$ cat src/rtl/mem_bist_ctrl_if.sv
// Memory-side bus between the BIST controller (master) and a twoPortMem (slave).
// One write port and one read port sharing the controller clock.
interface mem_bist_ctrl_if #(
   parameter int addressWidth = 5,
   parameter int width        = 8
);
   logic [addressWidth-1:0] writeAddress;
   logic                    writeEnable;
   logic [width-1:0]        writeData;
   logic [addressWidth-1:0] readAddress;
   logic                    readEnable;
   logic [width-1:0]        readData;

   modport master (
      output writeAddress, writeEnable, writeData, readAddress, readEnable,
      input  readData
   );

   modport slave (
      input  writeAddress, writeEnable, writeData, readAddress, readEnable,
      output readData
   );
endinterface

$ cat src/rtl/mem_bist_ctrl.sv
// March C- BIST controller for a twoPortMem: drives both ports, checks read data,
// stops on the first mismatch and reports its address and march element.
module mem_bist_ctrl #(
   parameter  int addresses    = 32,
   parameter  int width        = 8,
   localparam int addressWidth = $clog2(addresses)
) (
   input  logic                    clk,
   input  logic                    reset,
   input  logic                    start,
   output logic                    busy,
   output logic                    done,
   output logic                    fail,
   output logic [addressWidth-1:0] failAddress,
   output logic [2:0]              failPhase,
   mem_bist_ctrl_if.master         mem
);

   typedef enum logic [1:0] {IDLE, RUN, DRAIN, DONE} state_t;
   typedef enum logic [2:0] {
      W0Up     = 3'd0,
      R0W1Up   = 3'd1,
      R1W0Up   = 3'd2,
      R0W1Down = 3'd3,
      R1W0Down = 3'd4,
      R0Down   = 3'd5
   } elem_t;

   localparam logic [addressWidth-1:0] lastAddr = addressWidth'(addresses - 1);
   localparam logic [addressWidth-1:0] one      = addressWidth'(1);

   state_t                  state, stateNext;
   elem_t                   elem, elemNext;
   logic [addressWidth-1:0] addr, addrNext;
   logic                    stepB, stepBNext;
   logic [addressWidth-1:0] wrAddrQ, rdAddrQ;
   logic [width-1:0]        wrDataQ;

   logic             wrEn, rdEn, compare, mismatch, startRun;
   logic [width-1:0] wrPattern, expected;

   always_comb begin
      stateNext = state;
      elemNext  = elem;
      addrNext  = addr;
      stepBNext = stepB;
      wrEn      = 1'b0;
      rdEn      = 1'b0;
      compare   = 1'b0;
      startRun  = 1'b0;
      wrPattern = '0;
      expected  = '0;
      case (state)
         IDLE: begin
            if (start) begin
               stateNext = RUN;
               elemNext  = W0Up;
               addrNext  = '0;
               stepBNext = 1'b0;
               startRun  = 1'b1;
            end
         end
         RUN: begin
            case (elem)
               W0Up: begin
                  wrEn = 1'b1;
                  if (addr == lastAddr) begin
                     elemNext = R0W1Up;
                     addrNext = '0;
                  end else begin
                     addrNext = addr + one;
                  end
               end
               // Compare trails the read by one cycle, so the first read has nothing to check yet.
               R0Down: begin
                  rdEn    = 1'b1;
                  compare = (addr != lastAddr);
                  if (addr == '0) stateNext = DRAIN;
                  else            addrNext  = addr - one;
               end
               default: begin
                  if (!stepB) begin
                     rdEn      = 1'b1;
                     stepBNext = 1'b1;
                  end else begin
                     wrEn      = 1'b1;
                     compare   = 1'b1;
                     stepBNext = 1'b0;
                     expected  = (elem == R1W0Up || elem == R1W0Down) ? '1 : '0;
                     wrPattern = ~expected;
                     if (elem == R0W1Up || elem == R1W0Up) begin
                        if (addr == lastAddr) begin
                           elemNext = (elem == R0W1Up) ? R1W0Up : R0W1Down;
                           addrNext = (elem == R0W1Up) ? '0 : lastAddr;
                        end else begin
                           addrNext = addr + one;
                        end
                     end else begin
                        if (addr == '0) begin
                           elemNext = (elem == R0W1Down) ? R1W0Down : R0Down;
                           addrNext = lastAddr;
                        end else begin
                           addrNext = addr - one;
                        end
                     end
                  end
               end
            endcase
         end
         DRAIN: begin
            compare   = 1'b1;
            stateNext = DONE;
         end
         DONE:    stateNext = IDLE;
         default: stateNext = IDLE;
      endcase
      mismatch = compare && (mem.readData != expected);
      if (mismatch) stateNext = DONE;
   end

   always_ff @(posedge clk or posedge reset) begin
      if (reset) begin
         state       <= IDLE;
         elem        <= W0Up;
         addr        <= '0;
         stepB       <= 1'b0;
         wrAddrQ     <= '0;
         rdAddrQ     <= '0;
         wrDataQ     <= '0;
         done        <= 1'b0;
         fail        <= 1'b0;
         failAddress <= '0;
         failPhase   <= '0;
      end else begin
         state <= stateNext;
         elem  <= elemNext;
         addr  <= addrNext;
         stepB <= stepBNext;
         if (wrEn) begin
            wrAddrQ <= addr;
            wrDataQ <= wrPattern;
         end
         if (rdEn) rdAddrQ <= addr;
         // rdAddrQ always names the read whose data is being compared this cycle.
         if (startRun) begin
            done        <= 1'b0;
            fail        <= 1'b0;
            failAddress <= '0;
            failPhase   <= '0;
         end else if (mismatch) begin
            done        <= 1'b1;
            fail        <= 1'b1;
            failAddress <= rdAddrQ;
            failPhase   <= elem;
         end else if (state == DRAIN) begin
            done <= 1'b1;
         end
      end
   end

   assign busy             = (state == RUN) || (state == DRAIN);
   assign mem.writeEnable  = wrEn;
   assign mem.readEnable   = rdEn;
   assign mem.writeAddress = wrEn ? addr : wrAddrQ;
   assign mem.writeData    = wrEn ? wrPattern : wrDataQ;
   assign mem.readAddress  = rdEn ? addr : rdAddrQ;

endmodule

$ cat src/flat_wrapper.sv
// flat-port wrapper written by rule: the top's interface ports become plain ports
module mem_bist_ctrl_flat 
#(
   parameter  int addresses    = 32,
   parameter  int width        = 8,
   localparam int addressWidth = $clog2(addresses)
)
  (clk, reset, start, busy, done, fail, failAddress, failPhase, mem_writeAddress, mem_writeEnable, mem_writeData, mem_readAddress, mem_readEnable, mem_readData);
  mem_bist_ctrl_if #(.addressWidth(5), .width(width)) mem_i ();
  input  logic clk;
  input  logic reset;
  input  logic start;
  output logic busy;
  output logic done;
  output logic fail;
  output logic [addressWidth-1:0] failAddress;
  output logic [2:0] failPhase;
  output wire logic [$bits(mem_i.writeAddress)-1:0] mem_writeAddress;
  output wire logic [$bits(mem_i.writeEnable)-1:0] mem_writeEnable;
  output wire logic [$bits(mem_i.writeData)-1:0] mem_writeData;
  output wire logic [$bits(mem_i.readAddress)-1:0] mem_readAddress;
  output wire logic [$bits(mem_i.readEnable)-1:0] mem_readEnable;
  input wire logic [$bits(mem_i.readData)-1:0] mem_readData;
  assign mem_writeAddress = mem_i.writeAddress;
  assign mem_writeEnable = mem_i.writeEnable;
  assign mem_writeData = mem_i.writeData;
  assign mem_readAddress = mem_i.readAddress;
  assign mem_readEnable = mem_i.readEnable;
  assign mem_i.readData = mem_readData;
  mem_bist_ctrl #(.addresses(addresses), .width(width)) u_core (.clk(clk), .reset(reset), .start(start), .busy(busy), .done(done), .fail(fail), .failAddress(failAddress), .failPhase(failPhase), .mem(mem_i));
endmodule
$ cat config.mk
export PLATFORM = sky130hd
export DESIGN_NAME = mem_bist_ctrl_flat
export DESIGN_NICKNAME = d
export VERILOG_FILES = /design/src/rtl/mem_bist_ctrl_if.sv /design/src/rtl/mem_bist_ctrl.sv /design/src/flat_wrapper.sv
export SDC_FILE = /design/constraint.sdc
export NUM_CORES = 1
export LEC_CHECK = 0
export ABC_AREA = 1
export CAP_MARGIN = 20
export CORE_AREA = 10 10 79 81
export CTS_CLUSTER_DIAMETER = 100
export CTS_CLUSTER_SIZE = 14
export DETAILED_ROUTE_END_ITERATION = 10
export DIE_AREA = 0 0 89 91
export PLACE_DENSITY = 0.85
export SYNTH_ARGS = -nofsm -noshare
export SYNTH_HDL_FRONTEND = slang
export SYNTH_SLANG_ARGS = --single-unit
$ cat constraint.sdc
create_clock -name clk -period 5.4 [get_ports clk]
set_input_delay 0.81 -clock clk [delete_from_list [all_inputs] [get_ports clk]]
set_output_delay 0.81 -clock clk [all_outputs]
set_load 0.005 [all_outputs]
After elaboration in Yosys (flattened, before gate mapping). Cells that the tools add are included.

Register bits: 39. Logic and storage cells: 109. Output and inout port bits: 31.

Add/subtract/negate cells: 2. Reduce and logical (&&, ||, !) cells: 15. Equal/unequal tests: 23. Muxes and demuxes: 57. Bitwise gates (word level): 1.

Operator list (count): 8-bit two-way mux (8); 5-bit two-way mux (12); 3-bit two-way mux (8); 5-bit case mux with 2 select lines (2); 1-bit two-way mux (15); 3-bit by 2-bit != test with 1-bit output, second input constant (4); 3-bit case mux with 2 select lines (2); 1-bit case mux with 2 select lines (5); 2-bit two-way mux (4); 8-bit != test (1); 8-bit NOT (1); 2-bit case mux with 4 select lines (1); 7-bit AND reduction (1); 3-bit by 2-bit == test with 1-bit output, second input constant (2); 3-bit == test, second input constant (2); 2-bit != test, second input constant (3); 3-bit != test, second input constant (2); 3-bit AND reduction (2); 5-bit by 1-bit adder with 5-bit output, second input constant (1); 5-bit == test, second input constant (1); 5-bit zero test (1); 5-bit != test, second input constant (1); 5-bit by 1-bit subtractor with 5-bit output, second input constant (1); 2-bit == test, second input constant (2); other kinds (13) (16).

Logic depth before layout (Yosys ltp).
Depth after elaboration: 10. Mapped depth: 13.

Worst setup path before layout. Ideal clock, no wire load.

Kind: register to output. Start: register u_core.state[1]. End: output mem_writeData[3]. Required time: 4.590 ns. Buffers on the path: 1. Data arrival time: 1.405 ns. Stages on the path, launching flop included: 7. Setup slack: 3.185 ns. Cell sequence: dfrtp_1 > inv_1 > ha_1 > inv_2 > o21ai_2 > buf_4 > o21ai_0.

Word-level cells in the longest chain between the ends: 3. Elaborated cells on any way between the ends: 4. Those cells by class: eq/ne (1); mux (3).

RTL lines: from (decl) (RTL line mem_bist_ctrl.sv:32) `state_t state, stateNext;`; from (signal assigned) (RTL line mem_bist_ctrl.sv:135) `state <= stateNext;`; 2-bit by 1-bit == test with 1-bit output (RTL line mem_bist_ctrl.sv:53) `case (state)`; 1-bit two-way mux (RTL line mem_bist_ctrl.sv:53); net mem_writeEnable (RTL line flat_wrapper.sv:19) `output wire logic [$bits(mem_i.writeEnable)-1:0] mem_writeEnable;`; 8-bit two-way mux; to (decl) (RTL line flat_wrapper.sv:20) `output wire logic [$bits(mem_i.writeData)-1:0] mem_writeData;`.

The timed path passes the listed nets, and every way through them passes these cells.

Worst setup path in the final report.
Start: register u_core.state[1]. End: output mem_writeAddress[1].

Word-level cells in the longest chain between the ends: 3.

RTL lines: 2-bit by 1-bit == test with 1-bit output (RTL line mem_bist_ctrl.sv:53); 1-bit two-way mux (RTL line mem_bist_ctrl.sv:53); 5-bit two-way mux; to (decl) (RTL line flat_wrapper.sv:18) `output wire logic [$bits(mem_i.writeAddress)-1:0] mem_writeAddress;`.

Every way passes these cells.

==> metrics <==
n_diodes 0; vias in the first global route 2034; Warnings, synthesis 0; IO Count 42; Buf+Inv Stages, Crit Path 3; Setup crit end kind output pin; dominant synthesized flop cell dfrtp_1; GRT overflow 0; worst skew pair latency 0.30 ns; 1st-pass router iterations 4; Routed WL per cell 14.3 um; CTS buffer count 5; Post-synth EDFFs 0; Least-Margin Pin Slew 0.661 ns; Seq pwr share 27.0%; DRC Markers 0; pre-CTS WS 2.07 ns; Die X 89 um; RSZ-0062 raised after global routing no; row count 25; Startpoint Class register; Pint 1.06 mW; cells along the critical path inv_1 > ha_1 > inv_2 > o21ai_2 > nor2_1 > a21oi_1 > clkdlybuf4s50_1; CTS tree built; Syn Nets 309; most frequent cells in the layout 72 x nand2_1, 41 x clkdlybuf4s50_1, 39 x dfrtp_1; post-synthesis cell type count 33; Fmax 0.274 GHz; Sw Share 45.2%; Setup CP Type register to output pin; endpoints failing hold 0; Synth Register Bits 39; Hold Crit Class register to register; Total Routing Usage GR 14.0%; crit-path leading delay family buffers and inverters; crit-path max cell delay 0.58 ns; Clock power frac 12.5%; die footprint 0.00810 mm^2; Max-Cap Viols 0; area leader, netlist dfrtp_1; Psw 0.875 mW; share of cells above drive strength 1 10.2%; DR iter-0 viols 178; Final Cycle Share 67.6%; Fin Setup TNS 0 ns; post-route ant nets 0; worst path arrival time 2.84 ns; first-pass GRT wire length 9200 um; worst-path fanout max 19; HPWL reported at the end of detailed placement 4270 um; antenna violations before repair 0; setup slack after layout 1.75 ns; core region area 0.00466 mm^2; Cell Area, Synth 0.00230 mm^2; CTS resizes 0; NumNets Final 351; Layout area overhead 23.3%; status complete, no violations; CTS H-tree depth 2; I/O Buffers 41; Max Buffers Root-to-Sink 2; largest net degree at the start of global routing 40; Setup Buffers After CTS 0; Rel. slew slack 56.0%; Critical-path top delay cell o21ai_2; clk root buf clkbuf_8; FILL cells 394; Static Leak 1.35 nW; hold slack 0.505 ns; Worst Clk Skew 0.00829 ns; Final Max Tran Viols 0; Tmin final 3.65 ns; commonest non-fill, non-tap cell in the layout nand2_1; Logic pwr share 60.5%; final setup vio count 0; Die Height 91 um; Total Routed Length 5540 um; CP required 4.59 ns; Synth Area per Inst 7.90 um^2; register area share after synthesis 42.4%; cell area power density 683 mW/mm^2; CTS clk-pin slew, worst paths 0.08 ns; ys async rst share 100%; VDD IR max 0.289 mV; GPL Wtd Cong 0.926; routed vias/inst 5.34; post-synth top area share 42.4%; top cells by area, synth dfrtp_1 42%, nand2_1 12%, nand3_1 5.7%; Mapped Cells 291; Clock Sinks 39; via count 2070; Initial Util 49.3%; CTS Hold Bufs 0
[registers in the layout, summed over array words and instances (netlist names)]
name,flops
u_core.failPhase,3
u_core.rdAddrQ,5
u_core.addr,5
u_core.failAddress,5
u_core.wrDataQ,8
u_core.elem,3
u_core.state,2
u_core.stepB,1
u_core.done,1
u_core.fail,1
u_core.wrAddrQ,5
[through the flow]
stage / instance area, um^2 / std cells / power [mW] / utilization [%]
6_report: 2840 / 388 / 1.94 / 60.9
5_1_grt: 2840 / 388 / 2.09 / 60.9
4_1_cts: 2840 / 388 / 1.95 / 60.9
3_5_place_dp: 2720 / 380 / 1.70 / 58.4
3_3_place_gp: 2720 / 380 / 1.68 / 58.4
2_1_floorplan: 2300 / 291 / 1.28 / -
[synth_stat cells (2+ instances only)]
cell and n:
nand3_2 2, buf_4 2, dfrtp_1 39, nand2_1 72, nand4_1 11, nand4_4 2
a21oi_1 11, nand2_4 2, inv_2 5, nor2_1 29, o21ai_0 15, inv_1 33
ha_1 7, o211ai_1 2, nand2_2 3, o22ai_1 3, nor2_2 2, nor2_4 2
buf_6 3, o21ai_1 7, nand3_1 26, xor2_1 2
[worst paths after layout]
kind,endpoint,slack [ns],cells past startpoint,start
setup / recovery,mem_writeAddress[1],1.75,7,u_core.state[1]
hold / removal,u_core.failAddress[4],0.50,2,u_core.failAddress[4]
setup reg to reg,u_core.failPhase[0],3.19,12,u_core.addr[1]
hold reg to reg,u_core.failAddress[4],0.50,2,u_core.failAddress[4]
max in group asynchronous,u_core.addr[1],4.11,3,reset
min in group asynchronous,u_core.failPhase[2],0.94,3,reset
[worst register-to-register path, cell delays in order (launching register included)]
cell and delay [ns]:
dfrtp_1 0.42, ha_1 0.22, nand2_1 0.10, nor2_1 0.05
ha_1 0.22, inv_1 0.18, nand2_1 0.08, nor2_1 0.11
nor2_1 0.07, nand2_1 0.09, nand4_2 0.31, nand3_1 0.19
nand2_1 0.06
[metal layers]
layer  part of all wire [%]  vias up  global-route usage [%]
li1                       -     1035                       -
met1                     44      981                    15.6
met2                     49       41                    24.8
met3                    4.9       13                    3.04
met4                    2.3        0                    5.57
met5                      0        -                       0
[power by group through the flow]
stage / Sequential, mW / Combinational [mW] / Clock, mW
after global placement: 0.525 / 1.15 / 0
after detailed placement: 0.529 / 1.17 / 0
after global routing: 0.540 / 1.29 / 0.263
after floorplan: 0.495 / 0.789 / 0
final: 0.523 / 1.17 / 0.243
after CTS: 0.523 / 1.18 / 0.249
[cell type report]
type | instances | area (um^2) | area share, %
clock buffers | 5 | 68.8 | 2.43
clock inverters | 3 | 43.8 | 1.54
inverters | 39 | 149 | 5.25
multi-input cells | 206 | 1110 | 39.3
flip-flops and latches | 39 | 976 | 34.4
well taps | 54 | 67.6 | 2.38
repair buffers | 42 | 418 | 14.7
[kinds of logic (layout without fill, tap and decap cells)]
| kind of cell | count (synthesis) | in the layout | synth area share (%) |
|---|---|---|---|
| xor+xnor | 2 | 2 | 0.762 |
| compound gates | 42 | 42 | 10.2 |
| buf+inv | 46 | 89 | 9.14 |
| fa+ha+maj | 7 | 7 | 3.81 |
| flops | 39 | 39 | 42.4 |
| simple gates | 155 | 155 | 33.6 |
(Power assumes the default switching activity.)
